`src/rtl/ebi_bridge_pkg.sv`:
```
// ============================================================================
// Module   : ebi_bridge_pkg
// Purpose  : Shared types and constants for the EBI-to-switch-register-bus
//            bridge: FSM state encoding, full byte-enable mask and default
//            timeout / read-error values.
// Ports    : none (package)
// Revision : 1.0 - initial release
// ============================================================================
`default_nettype none

package ebi_bridge_pkg;

  typedef enum logic [1:0] {
    ST_IDLE   = 2'd0,
    ST_WR_REQ = 2'd1,
    ST_RD_REQ = 2'd2,
    ST_REL    = 2'd3
  } state_t;

  localparam logic [3:0]  BE_ALL         = 4'hF;
  localparam int          TMO_CYCLES_DEF = 255;
  localparam logic [31:0] RD_ERR_VAL_DEF = 32'hDEAD_BEEF;

endpackage

`default_nettype wire

```
`src/rtl/ebi_sync2.sv`:
```
// ============================================================================
// Module   : ebi_sync2
// Purpose  : Generic two-flop synchroniser for a single asynchronous level.
// Ports    : clk   - destination clock
//            rst_n - asynchronous active-low reset (output forced to 0)
//            d     - asynchronous input level
//            q     - synchronised level, two clk cycles of latency
// Revision : 1.0 - initial release
// ============================================================================
`default_nettype none

module ebi_sync2 (
  input  logic clk,
  input  logic rst_n,
  input  logic d,
  output logic q
);

  logic meta;

  always_ff @(posedge clk or negedge rst_n) begin
    if (!rst_n) begin
      meta <= 1'b0;
      q    <= 1'b0;
    end else begin
      meta <= d;
      q    <= meta;
    end
  end

endmodule

`default_nettype wire

```
`src/rtl/ebi_bus_bridge.sv`:
```
// ============================================================================
// Module   : ebi_bus_bridge
// Purpose  : Converts the asynchronous EBI read/write strobes into single
//            req/ack transactions on the internal switch register bus, returns
//            read data to the PPC data bus and flags timeouts / protocol errors.
// Ports    : clk, rst_n          - clock, async active-low reset
//            re_i, we_i          - async EBI read / write strobes (level)
//            addr_i, wdata_i     - EBI word address and write data
//            we_n_i              - EBI byte write enables (active low)
//            rdata_o, rdata_oe_o - read data and output enable to the PPC bus
//            bus_req_o .. bus_wdata_o - internal bus request side
//            bus_ack_i, bus_rdata_i   - internal bus response side
//            err_o, err_clr_i    - sticky error flag and its clear
// Revision : 1.0 - initial release
// ============================================================================
`default_nettype none

module ebi_bus_bridge
  import ebi_bridge_pkg::*;
#(
  parameter int                ADDR_W     = 22,
  parameter int                DATA_W     = 32,
  parameter int                TMO_CYCLES = TMO_CYCLES_DEF,
  parameter logic [DATA_W-1:0] RD_ERR_VAL = DATA_W'(RD_ERR_VAL_DEF)
) (
  input  logic              clk,
  input  logic              rst_n,
  input  logic              re_i,
  input  logic              we_i,
  input  logic [ADDR_W-1:0] addr_i,
  input  logic [DATA_W-1:0] wdata_i,
  input  logic [3:0]        we_n_i,
  output logic [DATA_W-1:0] rdata_o,
  output logic              rdata_oe_o,
  output logic              bus_req_o,
  output logic              bus_wr_o,
  output logic [ADDR_W-1:0] bus_addr_o,
  output logic [3:0]        bus_be_o,
  output logic [DATA_W-1:0] bus_wdata_o,
  input  logic              bus_ack_i,
  input  logic [DATA_W-1:0] bus_rdata_i,
  output logic              err_o,
  input  logic              err_clr_i
);

  // Last value of the timeout counter before the abort fires; with the
  // counter cleared on REQ entry this gives exactly TMO_CYCLES request cycles.
  localparam logic [7:0] TMO_LAST = 8'(TMO_CYCLES - 1);

  logic       re_s, we_s;
  logic       re_d, we_d;
  logic [1:0] settle;
  logic       re_armed, we_armed;
  logic       re_rise_q, we_rise_q;

  state_t     state, state_nxt;
  logic [7:0] tmo_cnt;
  logic       start_wr, start_rd, ack_hit, tmo_hit, set_err;

  ebi_sync2 u_sync_re (.clk(clk), .rst_n(rst_n), .d(re_i), .q(re_s));
  ebi_sync2 u_sync_we (.clk(clk), .rst_n(rst_n), .d(we_i), .q(we_s));

  // Edge detection. The synchronisers come out of reset at 0, so a strobe
  // still held high across reset would look like a fresh rising edge. A
  // strobe is therefore only armed once its synchronised level has been seen
  // low after the chain has flushed (settle == 2). The edge pulse is
  // registered so the request starts three edges after the strobe is sampled.
  always_ff @(posedge clk or negedge rst_n) begin
    if (!rst_n) begin
      re_d      <= 1'b0;
      we_d      <= 1'b0;
      settle    <= 2'd0;
      re_armed  <= 1'b0;
      we_armed  <= 1'b0;
      re_rise_q <= 1'b0;
      we_rise_q <= 1'b0;
    end else begin
      re_d <= re_s;
      we_d <= we_s;
      if (settle != 2'd2) begin
        settle <= settle + 2'd1;
      end
      if (settle == 2'd2 && !re_s) begin
        re_armed <= 1'b1;
      end
      if (settle == 2'd2 && !we_s) begin
        we_armed <= 1'b1;
      end
      re_rise_q <= re_armed & re_s & ~re_d;
      we_rise_q <= we_armed & we_s & ~we_d;
    end
  end

  always_ff @(posedge clk or negedge rst_n) begin
    if (!rst_n) begin
      state <= ST_IDLE;
    end else begin
      state <= state_nxt;
    end
  end

  always_comb begin
    state_nxt  = state;
    bus_req_o  = 1'b0;
    rdata_oe_o = 1'b0;
    start_wr   = 1'b0;
    start_rd   = 1'b0;
    ack_hit    = 1'b0;
    tmo_hit    = 1'b0;
    set_err    = 1'b0;
    case (state)
      ST_IDLE: begin
        if (we_rise_q) begin
          // Simultaneous strobes: the write wins and the collision is flagged.
          start_wr  = 1'b1;
          set_err   = re_rise_q;
          state_nxt = ST_WR_REQ;
        end else if (re_rise_q) begin
          start_rd  = 1'b1;
          state_nxt = ST_RD_REQ;
        end
      end
      ST_WR_REQ, ST_RD_REQ: begin
        bus_req_o = 1'b1;
        set_err   = we_rise_q | re_rise_q;
        if (bus_ack_i) begin
          ack_hit   = 1'b1;
          state_nxt = ST_REL;
        end else if (tmo_cnt == TMO_LAST) begin
          tmo_hit   = 1'b1;
          set_err   = 1'b1;
          state_nxt = ST_REL;
        end
      end
      ST_REL: begin
        rdata_oe_o = ~bus_wr_o & re_s;
        set_err    = we_rise_q | re_rise_q;
        if (!(bus_wr_o ? we_s : re_s)) begin
          state_nxt = ST_IDLE;
        end
      end
      default: state_nxt = ST_IDLE;
    endcase
  end

  always_ff @(posedge clk or negedge rst_n) begin
    if (!rst_n) begin
      bus_wr_o    <= 1'b0;
      bus_addr_o  <= '0;
      bus_be_o    <= 4'h0;
      bus_wdata_o <= '0;
      rdata_o     <= '0;
      tmo_cnt     <= 8'h00;
      err_o       <= 1'b0;
    end else begin
      // Address/data have been stable for >= 2 clk by the time the edge is
      // seen, so they are sampled directly and held until the next access.
      if (start_wr || start_rd) begin
        bus_wr_o    <= start_wr;
        bus_addr_o  <= addr_i;
        bus_wdata_o <= wdata_i;
        bus_be_o    <= start_wr ? ~we_n_i : BE_ALL;
        tmo_cnt     <= 8'h00;
      end else if (bus_req_o && tmo_cnt != 8'hFF) begin
        tmo_cnt <= tmo_cnt + 8'd1;
      end

      // Read data is only kept if the PPC is still waiting for it.
      if (ack_hit && !bus_wr_o && re_s) begin
        rdata_o <= bus_rdata_i;
      end else if (tmo_hit && !bus_wr_o) begin
        rdata_o <= RD_ERR_VAL;
      end

      if (set_err) begin
        err_o <= 1'b1;
      end else if (err_clr_i) begin
        err_o <= 1'b0;
      end
    end
  end

endmodule

`default_nettype wire

```
`config.mk`:
```
export PLATFORM = sky130hd
export DESIGN_NAME = ebi_bus_bridge
export DESIGN_NICKNAME = d
export VERILOG_FILES = /design/src/rtl/ebi_bridge_pkg.sv /design/src/rtl/ebi_sync2.sv /design/src/rtl/ebi_bus_bridge.sv
export SDC_FILE = /design/constraint.sdc
export NUM_CORES = 1
export LEC_CHECK = 0
export CORE_UTILIZATION = 50
export CTS_BUF_LIST = sky130_fd_sc_hd__clkbuf_8
export DETAILED_ROUTE_END_ITERATION = 10
export DONT_BUFFER_PORTS = 1
export GPL_ROUTABILITY_DRIVEN = 0
export REMOVE_ABC_BUFFERS = 1
export SLEW_MARGIN = 20
export SYNTH_ARGS = -nofsm -noshare
export SYNTH_HDL_FRONTEND = slang
export SYNTH_SLANG_ARGS = --single-unit
```
`constraint.sdc`:
```
create_clock -name clk -period 4.9 [get_ports clk]
set_input_delay 0.735 -clock clk [delete_from_list [all_inputs] [get_ports clk]]
set_output_delay 0.735 -clock clk [all_outputs]
set_load 0.005 [all_outputs]
```
## After elaboration in Yosys (flattened, before gate mapping)

Cells that the tools add are included.

| cells by class | value |
|---|---|
| reductions and logical operators | 16 |
| mux-type cells | 30 |
| eq/ne operators | 10 |
| bitwise gates (word level) | 10 |
| $add $sub $neg | 2 |

Operators with widths:

| kind | number |
|---|---|
| $mux 32 | 2 |
| $mux 1 | 18 |
| $mux 8 | 2 |
| $mux 2 | 5 |
| $add 8x1->8 const B | 1 |
| $eq 8x8->1 const B | 1 |
| $ne 8x8->1 const B | 1 |
| $eq 2x2->1 const B | 3 |
| $logic_and 1x1->1 | 6 |
| $ne 3x3->1 const B | 2 |
| $pmux 2 s3 | 1 |
| $reduce_bool 2->1 | 3 |
| $and 1x1->1 | 5 |
| $mux 4 | 1 |
| $ne 2x2->1 const B | 2 |
| $not 4->4 | 1 |
| $logic_not 1->1 | 3 |
| $not 1->1 | 3 |
| $pmux 1 s3 | 1 |
| $reduce_and 3->1 | 1 |
| $add 2x1->2 const B | 1 |
| $eq 2x1->1 const B | 1 |
| $logic_not 2->1 | 1 |
| $reduce_or 2->1 | 1 |
| other kinds (2) | 2 |

| word-level totals | value |
|---|---|
| input bits | 96 |
| flip-flop bits (word level) | 114 |
| output and inout bits | 94 |

## Depth between registers and ports, before layout

Gate-level depths: netlist of run 1.

| depth | value |
|---|---|
| word-level depth | 7 |
| depth in mapped cells | 8 |
| mapped depth without buffers | 6 |

## Hierarchy

Synthesis of run 1 repeated with hierarchy kept, for this count alone.

| second synthesis, totals | value |
|---|---|
| cell total of the unflattened synthesis | 424 |
| area total of the unflattened synthesis | 4478.0 sq um |

Modules (own cells, without submodules):

| module | times used | cells an instance | area each (sq um) |
|---|---|---|---|
| ebi_bus_bridge | 1 | 420 | 4377.9 |
| ebi_sync2 | 2 | 2 | 50.0 |

## Worst setup path after synthesis of run 1

No wires, ideal clock.

| timing | value |
|---|---|
| kind | register -> register |
| start | register state[1] |
| end | register rdata_o[10] |
| required time | 4.780 ns |
| period minus slack after synthesis | 1.796 ns |
| library setup time | 0.120 ns |
| buffers on the path | 3 |
| path slack | 3.104 ns |
| cell stages (with the launch flop) | 9 |
| data arrival time | 1.677 ns |
| path through | dfrtp_1 inv_1 ha_1 buf_4 nand2b_2 or2_2 clkbuf_2 buf_6 o22a_2 |

| on the way | value |
|---|---|
| word-level cells in the longest chain between the ends | 6 |
| elaborated cells on any way between the ends | 10 |
| those cells by class | eq/ne: 2; mux: 3; reduce/logical: 5 |

Ends and longest elaborated chain:

| what | line | text |
|---|---|---|
| from (decl) | ebi_bus_bridge.sv:56 | `state_t state, state_nxt;` |
| from (signal assigned) | ebi_bus_bridge.sv:98 | `state <= state_nxt;` |
| $eq 2x1->1 / $eq 2x2->1 (equally long branches) | ebi_bus_bridge.sv:111 | `case (state)` |
| $reduce_or 2->1 * | ebi_bus_bridge.sv:111 |  |
| $mux 1 | ebi_bus_bridge.sv:111 |  |
| $logic_and 1x1->1 (2 in series) | ebi_bus_bridge.sv:169 | `if (ack_hit && !bus_wr_o && re_s) begin` |
| $mux 32 / $reduce_bool 2->1 (equally long branches) | - |  |
| to (signal assigned) | ebi_bus_bridge.sv:170 | `rdata_o <= bus_rdata_i;` |
| to (decl) | ebi_bus_bridge.sv:33 | `output logic [DATA_W-1:0] rdata_o,` |

Every way passes the cells marked *; elsewhere a longest branch is shown, timed or not.
A chain may end at the register's enable or synchronous reset.

## Worst setup path in the final report of run 1

| timing | value |
|---|---|
| start | register state[1] |
| end | register tmo_cnt[4] |

| on the way | value |
|---|---|
| word-level cells in the longest chain between the ends | 5 |
| elaborated cells on any way between the ends | 11 |
| those cells by class | eq/ne: 2; mux: 4; reduce/logical: 5 |

Ends and longest elaborated chain:

| what | line | text |
|---|---|---|
| $eq 2x1->1 / $eq 2x2->1 (equally long branches) | ebi_bus_bridge.sv:111 |  |
| $reduce_or 2->1 | ebi_bus_bridge.sv:111 |  |
| $mux 1 | ebi_bus_bridge.sv:111 |  |
| $logic_and 1x1->1 | ebi_bus_bridge.sv:164 | `end else if (bus_req_o && tmo_cnt != 8'hFF) begin` |
| $reduce_bool 2->1 (no source line) | - |  |
| to (signal assigned) | ebi_bus_bridge.sv:165 | `tmo_cnt <= tmo_cnt + 8'd1;` |
| to (decl) | ebi_bus_bridge.sv:57 | `logic [7:0] tmo_cnt;` |

Parallel ways exist; a longest one is shown, timed or not.

==> results of run 1 <==
## state kept, by name, indices dropped and copies added (netlist names), 2 cells and up
signal,count
rdata_o,32
bus_wdata_o,32
tmo_cnt,8
bus_addr_o,22
state,2
settle,2
bus_be_o,4
## cell families after synthesis
family                   Yosys count
AO/OA/AOI/OAI                     62
flip-flops                       114
AND/OR/NAND/NOR                  202
XOR/XNOR                           3
multiplexers                       2
buffers and inverters             30
adder cells (fa/ha/maj)            5
## cell type report
class	count	area share [%]
clock buffers	20	5.52
clock inverters	12	3.26
well taps	108	2.71
multi-input cells	274	29.7
repair buffers	3	0.853
flip-flops and latches	114	57.2
inverters	10	0.753
## what timing repair did
item | in CTS | in global routing
gates resized for setup | 0 | 0
hold endpoints to repair | 114 | 0
hold buffers | 1 | 0
## worst max path at each step
stage,endpoint,start,slack (ns),depth (start not counted)
floorplan,tmo_cnt[4]$_DFFE_PN0P_,state[0]$_DFFE_PN0P_,1.74,5
global placement,tmo_cnt[4]$_DFFE_PN0P_,state[0]$_DFFE_PN0P_,2.79,6
CTS,tmo_cnt[4]$_DFFE_PN0P_,state[0]$_DFFE_PN0P_,2.67,6
finish,tmo_cnt[4]$_DFFE_PN0P_,state[1]$_DFFE_PN0P_,2.68,6
detailed placement,tmo_cnt[4]$_DFFE_PN0P_,state[0]$_DFFE_PN0P_,2.70,6
global route,bus_be_o[1]$_DFFE_PN0N_,state[1]$_DFFE_PN0P_,2.47,7
## Yosys cell counts (2+ instances only)
cell      count
a31oi_1       3
o21ai_0       3
o22a_2       24
nand3_1       3
a21o_1        3
inv_1        10
clkbuf_1      8
buf_6         5
nand2_1     171
a22o_1        8
dfrtp_1     114
xnor2_1       3
a21oi_1       8
ha_1          5
buf_2         4
and2_2        2
nor3_1        4
nor2_1       13
a211oi_1      3
## layout by cell type (no fill, tap or decap), types with 4 or more instances in the layout
cell | synthesis | layout
nor2_1 | 13 | 12
clkinv_2 | 0 | 4
nor3_1 | 4 | 4
nand2_1 | 171 | 171
ha_1 | 5 | 5
o22a_2 | 24 | 24
inv_1 | 10 | 12
a22o_1 | 8 | 8
bufinv_16 | 0 | 4
dfrtp_1 | 114 | 114
a21oi_1 | 8 | 8
clkbuf_8 | 0 | 20
## power breakdown
group	switching, uW	leakage, uW	internal, uW
logic	452	0.000835	358
clock network	368	0.000227	588
registers	345	0.00136	1350
total	1160	0.00242	2300
## through the flow
step | setup WS [ns] | hold slack [ns]
after floorplan | 1.74 | 0.331
after global placement | 2.79 | 0.333
after detailed placement | 2.70 | 0.337
after CTS | 2.67 | 0.275
after global routing | 2.47 | 0.273
final | 2.68 | 0.266
## routing by layer
metal	share of wire (%)	track usage, %	up-vias	wire, um
li1	-	-	1380	-
met1	42	25.6	1394	4020
met2	47	32.8	132	4510
met3	8.2	9.31	14	776
met4	2.0	9.80	0	192
met5	0	0	-	0
==> summary.md, run 1 <==
| Metric | Value |
|---|---|
| Slew @ Worst Pin | roughly 0.6 ns |
| IO buf count | 0 |
| Iter 0 DRT Violations | 156 |
| Compound-Gate Fraction of Synth Area | between 10% and 20% |
| Required @ worst endpoint | 5.17 ns |
| Critical-path cell list | inv_1, ha_1, inv_1, nor2_4, buf_4, o41ai_1 |
| Register bit total from synthesis | roughly 110 |
| Number of flops mapped to enable cells by yosys | 0 |
| Crit Reg-Reg Startpoint | state[1]$_DFFE_PN0P_ |
| Design Area, Final | 0.00498 mm^2 |
| Setup TNS | 0 ns |
| Via density | 5.40 |
| GRT overflow | 0 |
| Post-DR wirelength/cell | roughly 18 um |
| Drt pass-1 iters | 4 |
| Initial core utilization | a little over 50% |
| Sequential-to-total area share from yosys stat | 63.8% |
| Synth top area share | 63.8% |
| PnR Total Power | 3460 uW |
| Final design utilization | 57.4% |
| Simple-Gate Fraction of Synth Area | 18.4% |
| Cell Pwr Density | 695 mW/mm^2 |
| Initial antenna violation count | 0 |
| HPWL Detailed | 6250 um |
| FF-to-FF path depth | 6 |
| Synth area leader | dfrtp_1 |
| Hold Path Class | in2async |
| First-pass GRT wire length | roughly 14000 um |
| Synth cell types | 43 |
| CTS tree | yes |
| Max Cap Viol | 0 |
| CP arrival | 2.49 ns |
| Critical-path top delay cell | nor2_4 |
| Syn Inst Count | ~420 |
| Crit path top cell by count | inv_1 |
| Clk Latency, worst-skew pair | between 0.4 and 0.5 ns |
| Largest cells by area after synthesis | dfrtp_1, nand2_1, o22a_2 |
| DRT Wirelength | 9500 um |
| Vias in the first global route | 2975 |
| Drc violations | 0 |
| Slowest Stage Delay on Critical Path | between 0.4 and 0.5 ns |
| Max-slew violations | 0 |
| Synthesis-to-finish area growth | 11.4% |
| Setup bufs post-CTS | 0 |
| Period utilization | 45.4% |
| Relative slew slack | 59.3% |
| Status | complete, no violations |
| Vias | 2920 |
| CP Max Fanout | 41 |
| Crit path capture type | flip-flop |
| Reg2reg end | tmo_cnt[4]$_DFFE_PN0P_ |
| Unrepaired setup endpoints after global routing | false |
| Clock sinks | 114 |
| R2R setup slack | 2.68 ns |
| Main combinational cell family by area after synthesis | simple AND/OR/NAND/NOR gates |
| Cts bufs inserted | 17 |
| Synthesis warning total | 0 |
| Placed Area | 0.00452 mm^2 |
| Die ar. | 0.00933 mm^2 |
| Post-Syn Area | 0.00447 mm^2 |
| XOR/XNOR Fraction of Synth Area | less than 1% |
| Final Non-Filler Cells | 541 |
| Leakage | 0.00242 uW |
| Row count | 34 |
| Final hold vios | 0 |
| Multi-input combinational cell area | between 0.001 and 0.0015 mm^2 |
| Worst-path clk slew | 0.07 ns |
| CP top delay family | buffers and inverters |
| Asr flop ratio synth | 100% |
| Finish-stage setup viols | 0 |
| Ant. Diodes | 0 |
| Clock Tree Buf Depth | 2 |
| Clock root cell | clkbuf_8 |
| Crit path launch type | flip-flop |
| Nets | 521 |
| Layout cell share with drive strength beyond 1 | around 16% |
| VDD IR-drop max | 0.334 mV |
| Final Critical Period | approximately 2.2 ns |
| CTS H-tree lvls | 4 |
| Final antenna-violating net count | 0 |
| Mapped Avg Cell Area | 10.7 um^2 |
| Setup Skew | 0.0109 ns |
| Max Freq | 450 MHz |
| Largest net degree at the start of global routing | 115 |
| Buf/Inv on CP | 3 |
| Die X | 96.6 um |
| Setup CP Type | reg2reg |
| Register area | 0.00285 mm^2 |
| Cells after DPL | slightly above 500 |
| Gr usage total | 21.3% |
| Die height | 96.6 um |
| Final-layout fill cell count | 774 |
| Synth Area in Adders | ~1.4% |
| # IOs | 190 |
| Placeable Area | just under 0.009 mm^2 |
| Mux contribution to synthesized area | 0.559% |
| Top FF cell, synth | dfrtp_1 |
(Power assumes the default switching activity.)
==> run 2: changes to the inputs <==
clock period = 2.1 ns   (was 4.9 ns; I/O delays follow)
==> run 2 against run 1 <==
The flow now finishes with violations (hold timing). Routed wire length increased by 4.0%. Design area increased by 10%. Highest routed layer unchanged. Critical endpoint is now rdata_o[1]$_DFFE_PN0P_. Combinational power increased by 140%. Sequential power increased by 130%. Sequential cell count unchanged. Cell count increased by 9.4%. Via count increased by 6.6%. Sequential share of layout area decreased by 5.2 points.
==> summary.md, run 2 (same netlist as run 1, synthesis figures left out) <==
| Metric | Value |
|---|---|
| CTS tree | yes |
| Max Cap Viol | 0 (unchanged) |
| Largest regs | bus_wdata_o: 32 flops, rdata_o: 32 flops, bus_addr_o: 22 flops |
| Die X | 96.6 um (unchanged) |
| Final-layout fill cell count | 711 (-8.1%) |
| IO buf count | 0 (unchanged) |
| Commonest cells after routing, fill and taps aside | nand2_1, dfrtp_1, dlygate4sd3_1 |
| Post-DR wirelength/cell | 16.7 um (-4.9%) |
| Setup Skew | 0.00846 ns (-0.00246 ns) |
| Row count | 34 (unchanged) |
| Die ar. | 0.00933 mm^2 (unchanged) |
| Sw frac | 33.4% (-0.28 points) |
| Synthesis-to-finish area growth | 22.5% |
| R2R setup slack | 0.38 ns (-2.30 ns) |
| Combinational share of power | 24.3% (+0.9 points) |
| Leakage | 0.00263 uW (+8.4%) |
| DRT Wirelength | 9880 um (+4.0%) |
| Vias in the first global route | 3110 (+4.5%) |
| Nets | 573 (+10%) |
| VDD IR-drop max | 0.648 mV (+94%) |
| Clock sinks | 114 (unchanged) |
| Relative slew slack | 64.3% (+5.0 points) |
| Cells after DPL | 511 (+0.59%) |
| Drt pass-1 iters | 4 (unchanged) |
| FF-to-FF path depth | 5 (-1) |
| Max-slew violations | 0 (unchanged) |
| Via density | 5.26 (-2.6%) |
| Crit path launch type | flip-flop |
| Clock Tree Buf Depth | 2 (unchanged) |
| Reg2reg end | rdata_o[1]$_DFFE_PN0P_ |
| Clock root cell | clkbuf_8 |
| Ant. Diodes | 0 (unchanged) |
| Slew @ Worst Pin | 0.534 ns (-0.0758 ns) |
| Final Critical Period | 1.72 ns (-0.500 ns) |
| CP arrival | 2.02 ns (-0.47 ns) |
| Internal | 5430 uW (+140%) |
| Violated checks | hold timing |
| Clock group share of total power | 26.9% (-0.7 points) |
| Iter 0 DRT Violations | 96 (-38%) |
| Unrepaired setup endpoints after global routing | false |
| Initial antenna violation count | 0 (unchanged) |
| Final Non-Filler Cells | 592 (+9.4%) |
| Status | complete, but fails checks |
| Most common cell after layout, fill and taps aside | nand2_1 |
| Worst-path clk slew | 0.07 ns (about the same) |
| GRT overflow | 0 (unchanged) |
| Finish-stage setup viols | 0 (unchanged) |
| Worst hold-check slack | -0.409 ns (-0.675 ns) |
| Hold Path Class | in2async |
| Switching pwr | 2720 uW (+130%) |
| Pre-CTS setup slack | 0.379 ns (-2.32 ns) |
| HPWL Detailed | 6340 um (+1.5%) |
| First-pass GRT wire length | 15100 um (+4.0%) |
| # IOs | 190 (unchanged) |
| Setup TNS | 0 ns (unchanged) |
| Final hold vios | 114 (+114) |
| Required @ worst endpoint | 2.40 ns (-2.77 ns) |
| Layout cell share with drive strength beyond 1 | 14.3% (-1.4 points) |
| Cts repair resizes | 0 (unchanged) |
| Setup CP Type | reg2reg |
| Drc violations | 0 (unchanged) |
| Initial core utilization | 51.5% (unchanged) |
| Final antenna-violating net count | 0 (unchanged) |
| CTS H-tree lvls | 4 (unchanged) |
| Gr usage total | 21.8% (+0.58 points) |
| Seq pwr share | 48.8% (-0.2 points) |
| Die height | 96.6 um (unchanged) |
| Vias | 3113 (+6.6%) |
| Cell Pwr Density | 1490 mW/mm^2 (+110%) |
| Largest net degree at the start of global routing | 115 (unchanged) |
| Period utilization | 82.0% (+37 points) |
| CP Max Fanout | 24 (-41%) |
| Max Freq | 581 MHz (+29%) |
| Final worst slack | 0.377 ns (-2.30 ns) |
| Cts bufs inserted | 17 (unchanged) |
| Crit Reg-Reg Startpoint | state[1]$_DFFE_PN0P_ |
| Placeable Area | 0.00868 mm^2 (unchanged) |
| Clk Latency, worst-skew pair | 0.41 ns (about the same) |
| Crit path capture type | flip-flop |
[run 2: changes by cell type in the layout (fill, tap and decap cells not counted), sizes merged]
cell         delta
dlygate4sd3    +50
buf             +2
clkbuf          -1
clkinv          -1
clkinvlp        +1
[run 2: what timing repair did]
item	4_1_cts	5_1_grt
setup endpoints to repair	0	0
endpoints found under the hold margin	159	119
hold buffers	45	5
setup buffers	0	0
[run 2: layout make-up]
cell class,count,area (um^2),share of cell area (%)
sequential,114,2850,52.0
multi-input combinational,274,1480,27.0
timing repair buffer,55,551,10.0
clock buffer,19,262,4.77
clock inverter,12,165,3.01
tap,108,135,2.47
inverter,10,37.5,0.685
[run 2: worst max-delay path: stages (launching register included)]
cell and delay [ns]:
dfrtp_1 0.38, inv_1 0.05, ha_1 0.30, nand2b_2 0.11, or2_2 0.47, o22a_2 0.29
[run 2: metal layers]
metal / global-route usage (%) / wire (um) / vias up
li1: - / - / 1488
met1: 26.7 / 4050 / 1492
met2: 33.7 / 4890 / 114
met3: 9.00 / 751 / 19
met4: 10.0 / 184 / 0
met5: 0 / 0 / -
[run 2: power by group through the flow]
stage	clock network [uW]	registers, uW	logic, uW
final	2190	3970	1980
after global routing	2320	4100	2280
after detailed placement	0	3990	1930
after CTS	2230	3980	1990
after global placement	0	4010	1840
after floorplan	0	3750	1540
[run 2: per-stage QoR]
| step | cell area, um^2 | power (uW) | utilization [%] |
|---|---|---|---|
| 2_1_floorplan | 4350 | 5280 | - |
| 3_3_place_gp | 4550 | 5840 | 52.5 |
| 3_5_place_dp | 4550 | 5930 | 52.5 |
| 4_1_cts | 5430 | 8200 | 62.6 |
| 5_1_grt | 5480 | 8710 | 63.2 |
| 6_report | 5480 | 8140 | 63.2 |
[run 2: worst max-delay path by stage]
stage,startpoint,end,slack [ns],cells past startpoint
floorplan,state[0]$_DFFE_PN0P_,tmo_cnt[4]$_DFFE_PN0P_,-1.06,5
global placement,state[1]$_DFFE_PN0P_,rdata_o[16]$_DFFE_PN0P_,0.43,5
detailed placement,state[0]$_DFFE_PN0P_,state[1]$_DFFE_PN0P_,0.38,7
CTS,state[0]$_DFFE_PN0P_,rdata_o[1]$_DFFE_PN0P_,0.38,5
global route,state[0]$_DFFE_PN0P_,tmo_cnt[5]$_DFFE_PN0P_,0.25,7
finish,state[1]$_DFFE_PN0P_,rdata_o[1]$_DFFE_PN0P_,0.38,5
